## config.mk

```make
export PLATFORM = sky130hd
export DESIGN_NAME = ps2_dir_decoder_flat
export DESIGN_NICKNAME = d
export VERILOG_FILES = /design/src/rtl/snake_pkg.sv /design/src/rtl/ps2_dir_decoder_if.sv /design/src/rtl/dir_fifo.sv /design/src/rtl/ps2_dir_decoder.sv /design/src/flat_wrapper.sv
export SDC_FILE = /design/constraint.sdc
export NUM_CORES = 1
export LEC_CHECK = 0
export CAP_MARGIN = 10
export CORE_AREA = 4 4 69 71
export CTS_BUF_LIST = sky130_fd_sc_hd__clkbuf_4 sky130_fd_sc_hd__clkbuf_8 sky130_fd_sc_hd__clkbuf_16
export DETAILED_ROUTE_END_ITERATION = 10
export DIE_AREA = 0 0 73 75
export PLACE_DENSITY = 0.64
export SYNTH_ARGS = -nofsm -noshare
export SYNTH_HDL_FRONTEND = slang
export SYNTH_SLANG_ARGS = --single-unit
```

## constraint.sdc

```tcl
create_clock -name clk -period 2.25 [get_ports clk]
set_clock_uncertainty 0.15 [all_clocks]
set_input_delay 0.225 -clock clk [delete_from_list [all_inputs] [get_ports clk]]
set_output_delay 0.225 -clock clk [all_outputs]
set_load 0.01 [all_outputs]
```

## src/rtl/snake_pkg.sv

```systemverilog
// Shared types and PS/2 set-2 scancode constants for the snake game input path.
package snake_pkg;

    typedef enum logic [1:0] {
        DIR_UP    = 2'b00,
        DIR_RIGHT = 2'b01,
        DIR_DOWN  = 2'b10,
        DIR_LEFT  = 2'b11
    } dir_t;

    localparam logic [7:0] SC_E0    = 8'hE0;
    localparam logic [7:0] SC_F0    = 8'hF0;

    // Extended (E0-prefixed) arrow keys
    localparam logic [7:0] SC_UP    = 8'h75;
    localparam logic [7:0] SC_RIGHT = 8'h74;
    localparam logic [7:0] SC_DOWN  = 8'h72;
    localparam logic [7:0] SC_LEFT  = 8'h6B;

    localparam logic [7:0] SC_ENTER = 8'h5A;
    localparam logic [7:0] SC_SPACE = 8'h29;

    localparam logic [7:0] SC_W     = 8'h1D;
    localparam logic [7:0] SC_D     = 8'h23;
    localparam logic [7:0] SC_S     = 8'h1B;
    localparam logic [7:0] SC_A     = 8'h1C;

    function automatic dir_t opposite(input dir_t d);
        return dir_t'(d ^ 2'b10);
    endfunction

endpackage

```

## src/rtl/ps2_dir_decoder_if.sv

```systemverilog
// Keyboard-byte input, command-queue handshake and event outputs of ps2_dir_decoder.
interface ps2_dir_decoder_if;
    logic [15:0] keycode;
    logic        oflag;
    logic        cmd_pop;
    logic        cmd_valid;
    logic [1:0]  cmd_dir;
    logic        start_pulse;
    logic        pause_pulse;
    logic        overflow;

    modport master (
        output keycode, oflag, cmd_pop,
        input  cmd_valid, cmd_dir, start_pulse, pause_pulse, overflow
    );

    modport slave (
        input  keycode, oflag, cmd_pop,
        output cmd_valid, cmd_dir, start_pulse, pause_pulse, overflow
    );
endinterface

```

## src/rtl/dir_fifo.sv

```systemverilog
// Small 2-bit direction queue; DEPTH must be a power of two so pointers wrap naturally.
module dir_fifo #(
    parameter int unsigned DEPTH = 4
) (
    input  logic       clk,
    input  logic       reset,
    input  logic       push,
    input  logic [1:0] din,
    input  logic       pop,
    output logic [1:0] dout,
    output logic       full,
    output logic       empty
);
    localparam int unsigned AW = $clog2(DEPTH);

    logic [1:0]    mem [DEPTH];
    logic [AW-1:0] wr_ptr;
    logic [AW-1:0] rd_ptr;
    logic [AW:0]   count;
    logic          do_push;
    logic          do_pop;

    assign empty   = (count == '0);
    assign full    = (count == (AW+1)'(DEPTH));
    assign do_pop  = pop && !empty;
    // A pop frees the slot in the same cycle, so a full queue still accepts push+pop.
    assign do_push = push && (!full || do_pop);
    assign dout    = mem[rd_ptr];

    always_ff @(posedge clk) begin
        if (reset) begin
            wr_ptr <= '0;
            rd_ptr <= '0;
            count  <= '0;
            for (int unsigned i = 0; i < DEPTH; i++) begin
                mem[i] <= '0;
            end
        end else begin
            if (do_push) begin
                mem[wr_ptr] <= din;
                wr_ptr      <= wr_ptr + 1'b1;
            end
            if (do_pop) begin
                rd_ptr <= rd_ptr + 1'b1;
            end
            case ({do_push, do_pop})
                2'b10:   count <= count + 1'b1;
                2'b01:   count <= count - 1'b1;
                default: count <= count;
            endcase
        end
    end
endmodule

```

## src/rtl/ps2_dir_decoder.sv

```systemverilog
// PS/2 scancode parser feeding a filtered direction queue plus start/pause pulses.
// Define PS2_WASD_EN to also accept W/D/S/A as up/right/down/left.
module ps2_dir_decoder
    import snake_pkg::*;
#(
    parameter int unsigned FIFO_DEPTH = 4
) (
    input  logic             clk,
    input  logic             reset,
    ps2_dir_decoder_if.slave bus
);
    localparam logic [1:0] ST_IDLE    = 2'd0;
    localparam logic [1:0] ST_EXT     = 2'd1;
    localparam logic [1:0] ST_BRK     = 2'd2;
    localparam logic [1:0] ST_EXT_BRK = 2'd3;

    logic [1:0] state;
    logic [1:0] state_nx;
    logic [7:0] byte_in;
    logic       keycode_hi_unused;
    logic       is_make;
    logic       is_ext_make;
    logic       is_brk;

    dir_t       dec_dir;
    logic       dec_valid;
    dir_t       last_dir;
    logic       want_push;
    logic       push_ok;
    logic       fifo_full;
    logic       fifo_empty;
    logic [1:0] fifo_dout;

    logic       held_enter;
    logic       held_space;
    logic       start_pulse;
    logic       pause_pulse;
    logic       overflow;

    assign byte_in           = bus.keycode[7:0];
    assign keycode_hi_unused = ^bus.keycode[15:8];

    always_comb begin
        state_nx    = state;
        is_make     = 1'b0;
        is_ext_make = 1'b0;
        is_brk      = 1'b0;
        if (bus.oflag) begin
            case (state)
                ST_IDLE: begin
                    if (byte_in == SC_E0)      state_nx = ST_EXT;
                    else if (byte_in == SC_F0) state_nx = ST_BRK;
                    else                       is_make  = 1'b1;
                end
                ST_EXT: begin
                    if (byte_in == SC_F0) state_nx = ST_EXT_BRK;
                    else begin
                        is_ext_make = 1'b1;
                        state_nx    = ST_IDLE;
                    end
                end
                ST_BRK: begin
                    is_brk   = 1'b1;
                    state_nx = ST_IDLE;
                end
                default: state_nx = ST_IDLE;
            endcase
        end
    end

    always_comb begin
        dec_valid = 1'b0;
        dec_dir   = DIR_UP;
        if (is_ext_make) begin
            case (byte_in)
                SC_UP:    begin dec_valid = 1'b1; dec_dir = DIR_UP;    end
                SC_RIGHT: begin dec_valid = 1'b1; dec_dir = DIR_RIGHT; end
                SC_DOWN:  begin dec_valid = 1'b1; dec_dir = DIR_DOWN;  end
                SC_LEFT:  begin dec_valid = 1'b1; dec_dir = DIR_LEFT;  end
                default:  ;
            endcase
        end
`ifdef PS2_WASD_EN
        if (is_make) begin
            case (byte_in)
                SC_W:    begin dec_valid = 1'b1; dec_dir = DIR_UP;    end
                SC_D:    begin dec_valid = 1'b1; dec_dir = DIR_RIGHT; end
                SC_S:    begin dec_valid = 1'b1; dec_dir = DIR_DOWN;  end
                SC_A:    begin dec_valid = 1'b1; dec_dir = DIR_LEFT;  end
                default: ;
            endcase
        end
`endif
    end

    // Repeats and reversals relative to the last queued move are discarded.
    assign want_push = dec_valid && (dec_dir != last_dir) && (dec_dir != opposite(last_dir));
    assign push_ok   = want_push && (!fifo_full || (bus.cmd_pop && !fifo_empty));

    dir_fifo #(
        .DEPTH (FIFO_DEPTH)
    ) u_fifo (
        .clk   (clk),
        .reset (reset),
        .push  (want_push),
        .din   (dec_dir),
        .pop   (bus.cmd_pop),
        .dout  (fifo_dout),
        .full  (fifo_full),
        .empty (fifo_empty)
    );

    always_ff @(posedge clk) begin
        if (reset) begin
            state       <= ST_IDLE;
            last_dir    <= DIR_RIGHT;
            held_enter  <= 1'b0;
            held_space  <= 1'b0;
            start_pulse <= 1'b0;
            pause_pulse <= 1'b0;
            overflow    <= 1'b0;
        end else begin
            state       <= state_nx;
            start_pulse <= is_make && (byte_in == SC_ENTER) && !held_enter;
            pause_pulse <= is_make && (byte_in == SC_SPACE) && !held_space;
            if (is_make && byte_in == SC_ENTER)     held_enter <= 1'b1;
            else if (is_brk && byte_in == SC_ENTER) held_enter <= 1'b0;
            if (is_make && byte_in == SC_SPACE)     held_space <= 1'b1;
            else if (is_brk && byte_in == SC_SPACE) held_space <= 1'b0;
            if (push_ok)              last_dir <= dec_dir;
            if (want_push && !push_ok) overflow <= 1'b1;
        end
    end

    assign bus.cmd_valid   = !fifo_empty;
    assign bus.cmd_dir     = fifo_dout;
    assign bus.start_pulse = start_pulse;
    assign bus.pause_pulse = pause_pulse;
    assign bus.overflow    = overflow;
endmodule

```

## src/flat_wrapper.sv

```systemverilog
// flat-port wrapper written by rule: the top's interface ports become plain ports
module ps2_dir_decoder_flat import snake_pkg::*;
#(
    parameter int unsigned FIFO_DEPTH = 4
)
  (clk, reset, bus_keycode, bus_oflag, bus_cmd_pop, bus_cmd_valid, bus_cmd_dir, bus_start_pulse, bus_pause_pulse, bus_overflow);
  ps2_dir_decoder_if bus_i ();
  input  logic clk;
  input  logic reset;
  input wire logic [$bits(bus_i.keycode)-1:0] bus_keycode;
  input wire logic [$bits(bus_i.oflag)-1:0] bus_oflag;
  input wire logic [$bits(bus_i.cmd_pop)-1:0] bus_cmd_pop;
  output wire logic [$bits(bus_i.cmd_valid)-1:0] bus_cmd_valid;
  output wire logic [$bits(bus_i.cmd_dir)-1:0] bus_cmd_dir;
  output wire logic [$bits(bus_i.start_pulse)-1:0] bus_start_pulse;
  output wire logic [$bits(bus_i.pause_pulse)-1:0] bus_pause_pulse;
  output wire logic [$bits(bus_i.overflow)-1:0] bus_overflow;
  assign bus_i.keycode = bus_keycode;
  assign bus_i.oflag = bus_oflag;
  assign bus_i.cmd_pop = bus_cmd_pop;
  assign bus_cmd_valid = bus_i.cmd_valid;
  assign bus_cmd_dir = bus_i.cmd_dir;
  assign bus_start_pulse = bus_i.start_pulse;
  assign bus_pause_pulse = bus_i.pause_pulse;
  assign bus_overflow = bus_i.overflow;
  ps2_dir_decoder #(.FIFO_DEPTH(FIFO_DEPTH)) u_core (.clk(clk), .reset(reset), .bus(bus_i));
endmodule
```

==> results.cfg <==
[floorplanning]
pin_count = 26
core.rowCount = 24
coreArea_mm2 = 0.004234
die_h_um = 75
fp.dieW_um = 73
start_util_pct = 33.33
die_area_mm2 = 0.005475

[worst_hold_path]
worstHoldPathCells = 4
hold_path.class = in -> reg

[global_route]
grt_max_degree = 14
antenna_found_initial = 0
grt_pass1_vias = 1274
use_met1_pct = 14.33
gr-total-overflow = 0
grt.busiest_layer = met2
gr-usage-met3_pct = 1.068
globalRouteMet2Util_pct = 23.73
grt_first_pass_wirelength_um = 5402
track_usage_pct = 12.51

[yosys]
post_synth_main_area_contributors = dfxtp_1 (24%), edfxtp_1 (17%), nor2_1 (4.8%), inv_1 (3.5%), mux4_2 (3.2%)
yosysWarnings = 0
netlist.area_leader.share_pct = 24.11
ys_ff_latch = 25
synthesis.area_mm2 = 0.001411
postSynthCellCount = 140
synth_top_area_cell = dfxtp_1
postSynthAreaPerCell_um2 = 10.08
synth-async-reset-ratio_pct = 0
ys_types = 58
ys.flop_type = dfxtp_1
synth_enable_flop_cells = 8
syn-num-nets = 161
synth_seq_area_share_pct = 41.13

[clocking]
cts.sinks = 25
clk_pin_slew_worst_paths_ps = 90
cts_root_buffer = clkbuf_8
cts_tree = yes
htree_levels = 1
cts_max_path_buffers = 2
cts_buffers = 3
clkLatencyLatePin_ps = 260

[worst_setup_path]
crit_type = in -> reg
reg2regPathDepth = 7
endpoint_kind = register
slowest_stage = or3_4
crit_fanout = 2
cpPeakStageDelay_ps = 340
crit_chain = buf_6 -> buf_6 -> nand4b_1 -> nor4b_4 -> buf_4 -> or3_4 -> nand3_4 -> nand2_2 -> fa_2 -> and3_4 -> a22oi_2 -> mux2_4
crit_arrival_ps = 2250
start_kind = input port
cp_common_cell = buf_6
critPathRequiredTime_ps = 2250

[detailed_routing]
ant_nets = 0
wl_per_cell_um = 12.89
num_vias = 1203
drc_errors = 0
dr.first_iter.drc_count = 70
wirelength_um = 3145
drtPass1Iterations = 4
vias_per_cell = 4.930

[sta]
finalCritPeriodShare_pct = 99.73
rsz0062_at_grt = true
finalHoldViolations = 0
final-setup-viol-count = 0
timing.slew.headroom_pct = 63.62
worstMarginPinSlew_ps = 538.9
period_needed_ps = 2244
finalWorstSetupSlack_ps = 6.113
fmax_mhz = 445.7
finalMaxSlewViolations = 0

[power]
p_per_area_mw_per_mm2 = 588.0
ir_drop_mv = 0.2695
power_leakage_nw = 0.7957

[placement]
io_buffers = 17
place_worst_setup_slack_ps = -692.1
dpl.hpwl_um = 2482
dpl_cell_area_mm2 = 0.001863
gp_congestion = 0.8198

[final_layout]
drive_gt1_share_pct = 40.63
final_net_count = 214
final_area_mm2 = 0.002007
n_antenna_cell = 0
fill_cells = 388
final_cell_mix = buf_4 (30), nor2_1 (18), dfxtp_1 (17)
area_growth_pct = 42.20
layout_commonest_cell = buf_4

[job]
maxCapViolations = 0

[outcome]
status = complete, no violations
Yosys cell counts (all sizes together) (3+ instances only):
master and instances:
nor4b 4, nand2b 4, nand2 8, nand3 3
o21ai 3, a21oi 5, nand4 3, nor2 18
inv 13, nor4 3, edfxtp 8, clkbuf 3
dfxtp 17, nor3 4, mux2 4, and4bb 3
kinds of logic after synthesis:
group                    Yosys count  synth area share, %
AND/OR/NAND/NOR                   71                34.66
flip-flops                        25                41.13
AO/OA/AOI/OAI                     18                9.487
buffers and inverters             16                4.787
multiplexers                       6                6.648
XOR/XNOR                           3                1.862
adder cells (fa/ha/maj)            1                1.418
state kept, by name, indices dropped and copies added (netlist names), named ones only:
register                flops
u_core.bus.pause_pulse      1
u_core.bus.start_pulse      1
u_core.u_fifo.mem           8
u_core.held_enter           1
u_core.u_fifo.count         3
u_core.bus.overflow         1
u_core.state                2
u_core.u_fifo.wr_ptr        2
u_core.last_dir             1
u_core.u_fifo.rd_ptr        2
u_core.held_space           1
worst max-delay path, delay by kind of cell:
family,cells,cell delay (ps)
simple gates,6,840
buf+inv,3,340
mux,1,310
fa+ha+maj,1,340
compound gates,1,190
stage by stage:
| step | cells | TNS (ps) | total power, mW | hold WS (ps) | util, % |
|---|---|---|---|---|---|
| after CTS | 244 | -9.044 | 1.186 | 223.8 | 46.63 |
| after floorplan | 140 | -207.0 | 0.7671 | 233.3 | - |
| after global routing | 244 | -104.6 | 1.248 | 263.8 | 47.40 |
| final | 244 | 0 | 1.180 | 230.6 | 47.40 |
| after global placement | 235 | -8701 | 0.9008 | 259.7 | 44.00 |
| after detailed placement | 235 | -9861 | 0.9110 | 268.8 | 44.00 |
final cells by class:
type / instances / area, um2 / share of cell area, %
Multi-Input combinational cell: 99 / 842.1 / 41.96
Sequential cell: 25 / 580.6 / 28.93
Timing Repair Buffer: 51 / 421.7 / 21.01
Tap cell: 52 / 65.06 / 3.242
Clock buffer: 4 / 48.80 / 2.431
Inverter: 13 / 48.80 / 2.431
final timing paths:
check | startpoint | endpoint | slack [ps]
worst max-delay path | bus_keycode[5] | u_core.u_fifo.count[2] | 6
worst min-delay path | bus_keycode[3] | u_core.bus.start_pulse | 230
worst max register to register | u_core.last_dir[0] | u_core.u_fifo.count[2] | 90
worst min register to register | u_core.held_space | u_core.bus.pause_pulse | 280
where the power goes:
group          switching (mW)  internal (mW)
registers              0.0317          0.505
clock network           0.134          0.138
logic                   0.154          0.217
per-layer routing:
metal  routed length (um)  share of wire [%]
met1                 1397                 44
met2                 1659                 53
met4                   38                1.2
met3                   50                1.6
met5                    0                  0
repair_timing:
item | 4_1_cts | 5_1_grt
gates cloned | 0 | 0
hold buffers | 0 | 0
pin swaps | 9 | 2
buffers inserted | 5 | 0
resized for setup | 45 | 8
endpoints found under the setup margin | 18 | 12
hold endpoints to repair | 0 | 0
No activity file was read; power rests on OpenSTA's default activity.
